$ cat src/rtl/stream_max_min_if.sv
// Handshake bundle for stream_max_min: sample input stream and frame result stream.
// The master side is the sample source plus result consumer; the slave side is the block.
interface stream_max_min_if #(
    parameter int WIDTH     = 4,
    parameter int FRAME_LEN = 4
);
    localparam int IDX_W = (FRAME_LEN > 1) ? $clog2(FRAME_LEN) : 1;

    logic             in_valid;
    logic [WIDTH-1:0] in_data;
    logic             in_ready;
    logic             out_valid;
    logic             out_ready;
    logic [WIDTH-1:0] out_max;
    logic [WIDTH-1:0] out_min;
    logic [IDX_W-1:0] out_max_idx;
    logic [7:0]       out_frame_no;

    modport master (
        output in_valid, in_data, out_ready,
        input  in_ready, out_valid, out_max, out_min, out_max_idx, out_frame_no
    );

    modport slave (
        input  in_valid, in_data, out_ready,
        output in_ready, out_valid, out_max, out_min, out_max_idx, out_frame_no
    );
endinterface

$ cat src/rtl/stream_max_min.sv
// Frame max/min tracker: groups FRAME_LEN samples, reports max, min, index of the
// first maximum and a wrapping frame number through a one-deep registered output.
module stream_max_min #(
    parameter int WIDTH     = 4,
    parameter int FRAME_LEN = 4,
    parameter int SIGNED    = 0
) (
    input  logic                 clk,
    input  logic                 rst_n,
    input  logic                 clr,
    stream_max_min_if.slave      bus
);
    localparam int IDX_W = (FRAME_LEN > 1) ? $clog2(FRAME_LEN) : 1;
    localparam logic [IDX_W-1:0] LAST_IDX = IDX_W'(FRAME_LEN - 1);

    // Strict greater-than in the configured number format.
    function automatic logic gt_f(input logic [WIDTH-1:0] a, input logic [WIDTH-1:0] b);
        logic r;
        if (SIGNED != 0) r = ($signed(a) > $signed(b));
        else             r = (a > b);
        return r;
    endfunction

    logic [IDX_W-1:0] cnt_q, cnt_d;
    logic [WIDTH-1:0] cur_max_q, cur_max_d;
    logic [WIDTH-1:0] cur_min_q, cur_min_d;
    logic [IDX_W-1:0] cur_idx_q, cur_idx_d;
    logic             out_valid_q, out_valid_d;
    logic [WIDTH-1:0] out_max_q, out_max_d;
    logic [WIDTH-1:0] out_min_q, out_min_d;
    logic [IDX_W-1:0] out_idx_q, out_idx_d;
    logic [7:0]       frame_no_q, frame_no_d;

    logic             in_ready_s;
    logic             accept_s;
    logic             last_s;
    logic [WIDTH-1:0] smp_max_s;
    logic [WIDTH-1:0] smp_min_s;
    logic [IDX_W-1:0] smp_idx_s;

    assign in_ready_s = (!out_valid_q || bus.out_ready) && !clr;
    assign accept_s   = bus.in_valid && in_ready_s;
    assign last_s     = (cnt_q == LAST_IDX);

    assign bus.in_ready     = in_ready_s;
    assign bus.out_valid    = out_valid_q;
    assign bus.out_max      = out_max_q;
    assign bus.out_min      = out_min_q;
    assign bus.out_max_idx  = out_idx_q;
    assign bus.out_frame_no = frame_no_q;

    // Running max/min/idx including the sample currently on the input; the first
    // sample of a frame seeds all three, ties keep the earlier index.
    always_comb begin
        smp_max_s = cur_max_q;
        smp_min_s = cur_min_q;
        smp_idx_s = cur_idx_q;
        if (cnt_q == {IDX_W{1'b0}}) begin
            smp_max_s = bus.in_data;
            smp_min_s = bus.in_data;
            smp_idx_s = {IDX_W{1'b0}};
        end else begin
            if (gt_f(bus.in_data, cur_max_q)) begin
                smp_max_s = bus.in_data;
                smp_idx_s = cnt_q;
            end else begin
                smp_max_s = cur_max_q;
                smp_idx_s = cur_idx_q;
            end
            if (gt_f(cur_min_q, bus.in_data)) begin
                smp_min_s = bus.in_data;
            end else begin
                smp_min_s = cur_min_q;
            end
        end
    end

    // Next-state: accumulate on accept, load the output stage on frame completion,
    // retire the result on consumer take; clr only drops the partial frame.
    always_comb begin
        cnt_d      = cnt_q;
        cur_max_d  = cur_max_q;
        cur_min_d  = cur_min_q;
        cur_idx_d  = cur_idx_q;
        out_max_d  = out_max_q;
        out_min_d  = out_min_q;
        out_idx_d  = out_idx_q;
        frame_no_d = frame_no_q;
        if (out_valid_q && bus.out_ready) begin
            out_valid_d = 1'b0;
        end else begin
            out_valid_d = out_valid_q;
        end
        if (clr) begin
            cnt_d = {IDX_W{1'b0}};
        end else if (accept_s) begin
            cur_max_d = smp_max_s;
            cur_min_d = smp_min_s;
            cur_idx_d = smp_idx_s;
            if (last_s) begin
                cnt_d       = {IDX_W{1'b0}};
                out_max_d   = smp_max_s;
                out_min_d   = smp_min_s;
                out_idx_d   = smp_idx_s;
                out_valid_d = 1'b1;
                frame_no_d  = frame_no_q + 8'd1;
            end else begin
                cnt_d = cnt_q + IDX_W'(1'b1);
            end
        end else begin
            cnt_d = cnt_q;
        end
    end

    // State registers with synchronous active-low reset.
    always_ff @(posedge clk) begin
        if (!rst_n) begin
            cnt_q       <= {IDX_W{1'b0}};
            cur_max_q   <= {WIDTH{1'b0}};
            cur_min_q   <= {WIDTH{1'b0}};
            cur_idx_q   <= {IDX_W{1'b0}};
            out_valid_q <= 1'b0;
            out_max_q   <= {WIDTH{1'b0}};
            out_min_q   <= {WIDTH{1'b0}};
            out_idx_q   <= {IDX_W{1'b0}};
            frame_no_q  <= 8'd0;
        end else begin
            cnt_q       <= cnt_d;
            cur_max_q   <= cur_max_d;
            cur_min_q   <= cur_min_d;
            cur_idx_q   <= cur_idx_d;
            out_valid_q <= out_valid_d;
            out_max_q   <= out_max_d;
            out_min_q   <= out_min_d;
            out_idx_q   <= out_idx_d;
            frame_no_q  <= frame_no_d;
        end
    end
endmodule

$ cat src/flat_wrapper.sv
// flat-port wrapper written by rule: the top's interface ports become plain ports
module stream_max_min_flat 
#(
    parameter int WIDTH     = 4,
    parameter int FRAME_LEN = 4,
    parameter int SIGNED    = 0
)
  (clk, rst_n, clr, bus_in_valid, bus_in_data, bus_out_ready, bus_in_ready, bus_out_valid, bus_out_max, bus_out_min, bus_out_max_idx, bus_out_frame_no);
  stream_max_min_if #(.WIDTH(WIDTH), .FRAME_LEN(FRAME_LEN)) bus_i ();
  input  logic clk;
  input  logic rst_n;
  input  logic clr;
  input wire logic [$bits(bus_i.in_valid)-1:0] bus_in_valid;
  input wire logic [$bits(bus_i.in_data)-1:0] bus_in_data;
  input wire logic [$bits(bus_i.out_ready)-1:0] bus_out_ready;
  output wire logic [$bits(bus_i.in_ready)-1:0] bus_in_ready;
  output wire logic [$bits(bus_i.out_valid)-1:0] bus_out_valid;
  output wire logic [$bits(bus_i.out_max)-1:0] bus_out_max;
  output wire logic [$bits(bus_i.out_min)-1:0] bus_out_min;
  output wire logic [$bits(bus_i.out_max_idx)-1:0] bus_out_max_idx;
  output wire logic [$bits(bus_i.out_frame_no)-1:0] bus_out_frame_no;
  assign bus_i.in_valid = bus_in_valid;
  assign bus_i.in_data = bus_in_data;
  assign bus_i.out_ready = bus_out_ready;
  assign bus_in_ready = bus_i.in_ready;
  assign bus_out_valid = bus_i.out_valid;
  assign bus_out_max = bus_i.out_max;
  assign bus_out_min = bus_i.out_min;
  assign bus_out_max_idx = bus_i.out_max_idx;
  assign bus_out_frame_no = bus_i.out_frame_no;
  stream_max_min #(.WIDTH(WIDTH), .FRAME_LEN(FRAME_LEN), .SIGNED(SIGNED)) u_core (.clk(clk), .rst_n(rst_n), .clr(clr), .bus(bus_i));
endmodule
$ cat config.mk
export PLATFORM = sky130hd
export DESIGN_NAME = stream_max_min_flat
export DESIGN_NICKNAME = d
export VERILOG_FILES = /design/src/rtl/stream_max_min_if.sv /design/src/rtl/stream_max_min.sv /design/src/flat_wrapper.sv
export SDC_FILE = /design/constraint.sdc
export NUM_CORES = 1
export LEC_CHECK = 0
export BUFFER_PORTS_ARGS = -buffer_cell sky130_fd_sc_hd__buf_2
export CAP_MARGIN = 20
export CORE_ASPECT_RATIO = 1.2
export CORE_UTILIZATION = 50
export CTS_BUF_LIST = sky130_fd_sc_hd__clkbuf_4 sky130_fd_sc_hd__clkbuf_8
export CTS_CLUSTER_SIZE = 30
export DETAILED_ROUTE_END_ITERATION = 12
export PLACE_DENSITY = 0.73
export RECOVER_POWER = 25
export SLEW_MARGIN = 20
export SYNTH_ARGS = -nofsm -noshare
export SYNTH_HDL_FRONTEND = slang
export SYNTH_SLANG_ARGS = --single-unit
$ cat constraint.sdc
create_clock -name clk -period 2.6 [get_ports clk]
set_input_delay 0.26 -clock clk [delete_from_list [all_inputs] [get_ports clk]]
set_output_delay 0.26 -clock clk [all_outputs]
set_load 0.005 [all_outputs]
# == Yosys cells after proc, flatten, opt, wreduce, memory -nomap -nowiden ==
# Cells that the tools add are included.
# totals
out_inout_bits,20
elab_cells,39
in_bits,9
register_bits,31
# op_classes
n_bitwise,2
n_addsub,2
order_cmp,2
n_eq_ne,1
n_mux,13
n_reduce_logical,10
# ops
op,count
two-way mux 4 bit,4
adder 8 x 1 -> 8 bit (second input constant),1
greater-than comparator 4 bit,2
two-way mux 1 bit,6
two-way mux 2 bit,3
logical AND 1 bit,3
AND reduction 3 bit,1
adder 2 x 1 -> 2 bit (second input constant),1
equality test 2 bit (second input constant),1
logical NOT 1 bit,2
logical NOT 2 bit,1
inverter 1 bit,2
AND reduction 2 bit,1
OR reduction 2 bit,1
logical OR 1 bit,1

# == Logic depth before layout (Yosys ltp) ==
# logic_depth
depth_word,6
mapped_depth,8
ltp_nobuf,7

# == Worst setup path after synthesis ==
# No wires, ideal clock.
# synth_timing
path_type,flip-flop to flip-flop
startpoint,reg u_core.cur_max_q[1]
endpoint,reg u_core.cur_max_q[3]
required_time_ps,2528
setup_time_ps,72
t_arrival_ps,1505
synth_period_minus_slack_ps,1576
path_slack_ps,1024
path_stages_with_launch,9
n_path_buf,1
path_cell_list,dfxtp_1 inv_1 ha_1 nor2b_4 o211ai_2 a31o_2 buf_6 nor2_8 mux2i_1
# synth_via
elab_chain_len,4
# synth_rtl
element,line_no,source
"start, declared",stream_max_min.sv:25,"logic [WIDTH-1:0] cur_max_q, cur_max_d;"
"start signal, assigned",stream_max_min.sv:119,cur_max_q <= {WIDTH{1'b0}};
"start signal, assigned",stream_max_min.sv:129,cur_max_q <= cur_max_d;
greater-than comparator 4 bit,stream_max_min.sv:20,else r = (a > b);
two-way mux 1 bit,stream_max_min.sv:58,if (cnt_q == {IDX_W{1'b0}}) begin
two-way mux 4 bit,stream_max_min.sv:63,"if (gt_f(bus.in_data, cur_max_q)) begin"
two-way mux 4 bit,stream_max_min.sv:58,
# No other way between the ends. The select of a mux whose other input is x is not followed.
# A chain may end at the register's enable or synchronous reset.

# == Final worst setup path ==
# layout_timing
startpoint,reg u_core.cur_max_q[1]
endpoint,"reg u_core.out_max_q[1], in the netlist u_core.bus.out_max[1]"
# layout_via
elab_chain_len,4
# layout_rtl
element,line_no,source
greater-than comparator 4 bit,stream_max_min.sv:20,
two-way mux 1 bit,stream_max_min.sv:58,
two-way mux 4 bit *,stream_max_min.sv:63,
two-way mux 4 bit *,stream_max_min.sv:58,
"end signal, assigned",stream_max_min.sv:123,out_max_q <= {WIDTH{1'b0}};
"end signal, assigned",stream_max_min.sv:133,out_max_q <= out_max_d;
"end, declared",stream_max_min.sv:29,"logic [WIDTH-1:0] out_max_q, out_max_d;"
# Every way passes the cells marked *; elsewhere a longest branch is shown, timed or not. The select of a mux whose other input is x is not followed.

==> impl_metrics.py <==
metrics = {
    "power_and_ir_drop": {
        "clkPwrFrac_pct": 40.3,
        "vdd_drop_max_mv": 0.3746,
        "p_switching_mw": 0.2358,
        "pwr-share-seq_pct": 49.5,
        "p_leak_nw": 0.8227,
        "powerDensity_nw_per_um2": 534.9,
        "p_sw_share_pct": 23.87,
        "comb_power_share_pct": 10.2,
        "p_int_mw": 0.7521,
    },
    "placed_design": {
        "post-dp-hpwl_mm": 2.476,
        "place.gp.congestion": 0.8051,
        "portBuffers": 28,
    },
    "worst_setup_path": {
        "worst-endpoint-required_ps": 2830,
        "crit_type": "reg -> reg",
        "critical-path-slowest-cell": "dfxtp_1",
        "critPathMaxFanout": 5,
        "r2r_slack_ps": 760,
        "max_stage_delay_ps": 360,
        "setup.worst_path.end_class": "flop",
        "worstPathArrival_ps": 2070,
        "cp_cell_sequence": "inv_1, ha_1, nor2b_4, o211ai_2, a31o_2, mux2i_1, a21oi_1",
        "startpoint_type": "flop",
    },
    "synth": {
        "yosysUniqueCellTypes": 38,
        "synth_ff_type": "dfxtp_1",
        "muxShareOfSynthArea_pct": 11.80,
        "yosysMostFrequentCell": "dfxtp_1",
        "synth-edff-count": 0,
        "synth_fa_ha_area_share_pct": 8.540,
        "synth_top_family_by_area": "simple AND/OR/NAND/NOR gates",
        "synth_top_area_share_pct": 38.51,
        "avgSynthCellArea_um2": 9.480,
        "synth.net_count": 190,
        "yosysSeqAreaShare_pct": 38.51,
        "synth_compound_area_share_pct": 13.12,
        "synth_area_leaders": "dfxtp_1 (39%), mux2i_1 (12%), ha_1 (8.5%), nand2_1 (4.7%), o21ai_0 (3.4%)",
        "yosys_warnings": 0,
        "synth.top_cells.by_count": "dfxtp_1 (31), nand2_1 (20), mux2i_1 (19)",
        "synth-simple-area-share_pct": 19.80,
        "netlist_area_um2": 1612,
        "synthArstFlopShare_pct": 0,
        "synth_xor_area_share_pct": 3.261,
        "synth_cells": 170,
        "synth-seq-cells": 31,
        "synth_top_area_cell": "dfxtp_1",
    },
    "die": {
        "die_h_um": 64.19,
        "die_x_um": 53.83,
        "core_um2": 3055,
        "rows": 22,
        "io_pins": 29,
        "dieArea_um2": 3455,
        "start_util_pct": 52.74,
    },
    "drt": {
        "drc": 0,
        "wl_mm": 3.323,
        "drt_iter0_markers": 20,
        "routedWlPerCell_um": 14.08,
        "ant_nets": 0,
        "via_count": 1299,
        "via_per_inst": 5.504,
        "drt_first_pass_iters": 4,
    },
    "status": {
        "run_status": "completed",
    },
    "clock_network": {
        "clock_sinks": 31,
        "clock-root-buffer": "clkbuf_4",
        "cts_buffers": 5,
        "clock_latency_ps": 340,
        "clkTransAtPathRegs_ps": 90,
        "cts_resized": 0,
        "cts_hold_buf": 0,
        "ctsHtreeMaxLevel": 2,
        "cts_buffer_depth": 2,
        "cts_tree": "yes",
        "postCtsSetupBuffers": 0,
    },
    "sta": {
        "finalCriticalPeriod_ps": 1839,
        "finClkSkew_ps": 11.23,
        "drv_slew": 0,
        "setup_viol": 0,
        "rsz0062_at_grt": "no",
        "final_hold_viol_count": 0,
        "period_share_pct": 70.73,
        "setup-tns-final_ps": 0,
        "relSlewSlack_pct": 64.07,
        "clock.fmax_mhz": 543.8,
        "tightest_slew_ps": 539.0,
    },
    "hold_path": {
        "hold_path.class": "in -> reg",
    },
    "layout": {
        "n_antenna_cell": 0,
        "fillers": 261,
        "layout-drive-gt1-share_pct": 21.50,
        "fin_util_pct": 60.44,
        "multi_input_area_um2": 910.9,
        "syn_to_final_growth_pct": 14.60,
        "regArea_um2": 620.6,
        "layout.nets": 219,
    },
    "global_routing": {
        "grt-ovfl-total": 0,
        "grt_pass1_wl_mm": 5.637,
        "track_usage_pct": 22.83,
        "antenna_found_initial": 0,
        "grt_start_max_net_pins": 37,
        "grt_pass1_vias": 1270,
    },
    "flow_run": {
        "cap_viol_max_count": 0,
    },
}
-- metal layers --
layer | wire length (µm) | share of wire, % | global-route usage (%) | vias up
li1 | - | - | - | 654
met1 | 1388 | 42 | 23.21 | 608
met2 | 1710 | 51 | 39.81 | 30
met3 | 129 | 3.9 | 6.667 | 7
met4 | 95 | 2.9 | 12.17 | 0
met5 | 0 | 0 | 0 | -
-- critical path: cells and delay by family (launching register included) --
kind	cells	cell delay, ps
AO/OA/AOI/OAI	3	600
adder cells (fa/ha/maj)	1	300
buffers and inverters	1	50
flip-flops	1	360
multiplexers	1	290
AND/OR/NAND/NOR	1	130
-- through the flow --
step                std cells  hold slack (ps)  setup slack (ps)  area, µm²  power (mW)
global route              236            246.3             640.1       1847       1.031
global placement          228            452.2             722.8       1765      0.5944
finish                    236            235.2             761.0       1847      0.9879
CTS                       236            223.7             753.0       1852       1.001
detailed placement        228            452.1             684.2       1765      0.6002
floorplan                 170            424.5              1024       1612      0.5728
-- sequential cells by signal, indices dropped and copies added, names as in the netlist --
signal and flops:
u_core.bus.out_max 4, u_core.cur_max_q 4, u_core.cur_min_q 4, u_core.bus.out_frame_no 8, u_core.cur_idx_q 2, u_core.cnt_q 2, u_core.bus.out_valid 1, u_core.bus.out_max_idx 2
u_core.bus.out_min 4
-- worst paths after layout --
path         cells after the start                                 end                              from
min                              3    u_core.cur_max_q[1]$_SDFFE_PN0P_                    bus_in_data[1]
min reg2reg                      2    u_core.cur_idx_q[0]$_SDFFE_PN0P_  u_core.cur_idx_q[0]$_SDFFE_PN0P_
max reg2reg                      7  u_core.bus.out_max[1]$_SDFFE_PN0P_  u_core.cur_max_q[1]$_SDFFE_PN0P_
max                              7  u_core.bus.out_max[1]$_SDFFE_PN0P_  u_core.cur_max_q[1]$_SDFFE_PN0P_
-- cell families (layout without fill, tap and decap cells) --
group	count (synthesis)	in the layout
buffers and inverters	18	48
muxes	19	19
DFF	31	31
AOI/OAI and AO/OA	32	32
adders and majority gates	11	11
xor gates and xnor gates	6	6
and+or+nand+nor	53	53
-- cell usage in the layout (no fill, tap or decap), types with 2 or more instances in the layout --
cell type | synthesis | layout
mux2i_1 | 19 | 19
nand4_1 | 3 | 3
xor2_1 | 2 | 2
nor2_1 | 4 | 4
o21ai_0 | 11 | 11
clkbuf_4 | 0 | 5
ha_1 | 11 | 11
nand2_1 | 20 | 20
nor3_1 | 3 | 3
a21boi_0 | 3 | 3
nand3_1 | 4 | 4
xnor2_1 | 4 | 4
buf_2 | 1 | 24
o2bb2ai_1 | 2 | 2
and4b_1 | 2 | 2
dfxtp_1 | 31 | 31
a21oi_1 | 10 | 10
inv_1 | 11 | 11
and2_1 | 6 | 6
clkbuf_1 | 4 | 4
-- area by class of cell --
class,count,area share [%]
clock buffer,6,2.778
clock inverter,2,1.897
inverter,11,2.236
multi-input combinational,121,49.32
sequential,31,33.60
tap,36,2.439
timing repair buffer,29,7.724
-- power groups by stage --
stage	Clock (mW)	Sequential [mW]	Combinational [mW]
finish	0.398	0.489	0.101
floorplan	0	0.497	0.0757
global placement	0	0.499	0.0950
CTS	0.411	0.489	0.101
detailed placement	0	0.500	0.101
global route	0.428	0.490	0.113
No activity file was read; power rests on OpenSTA's default activity.
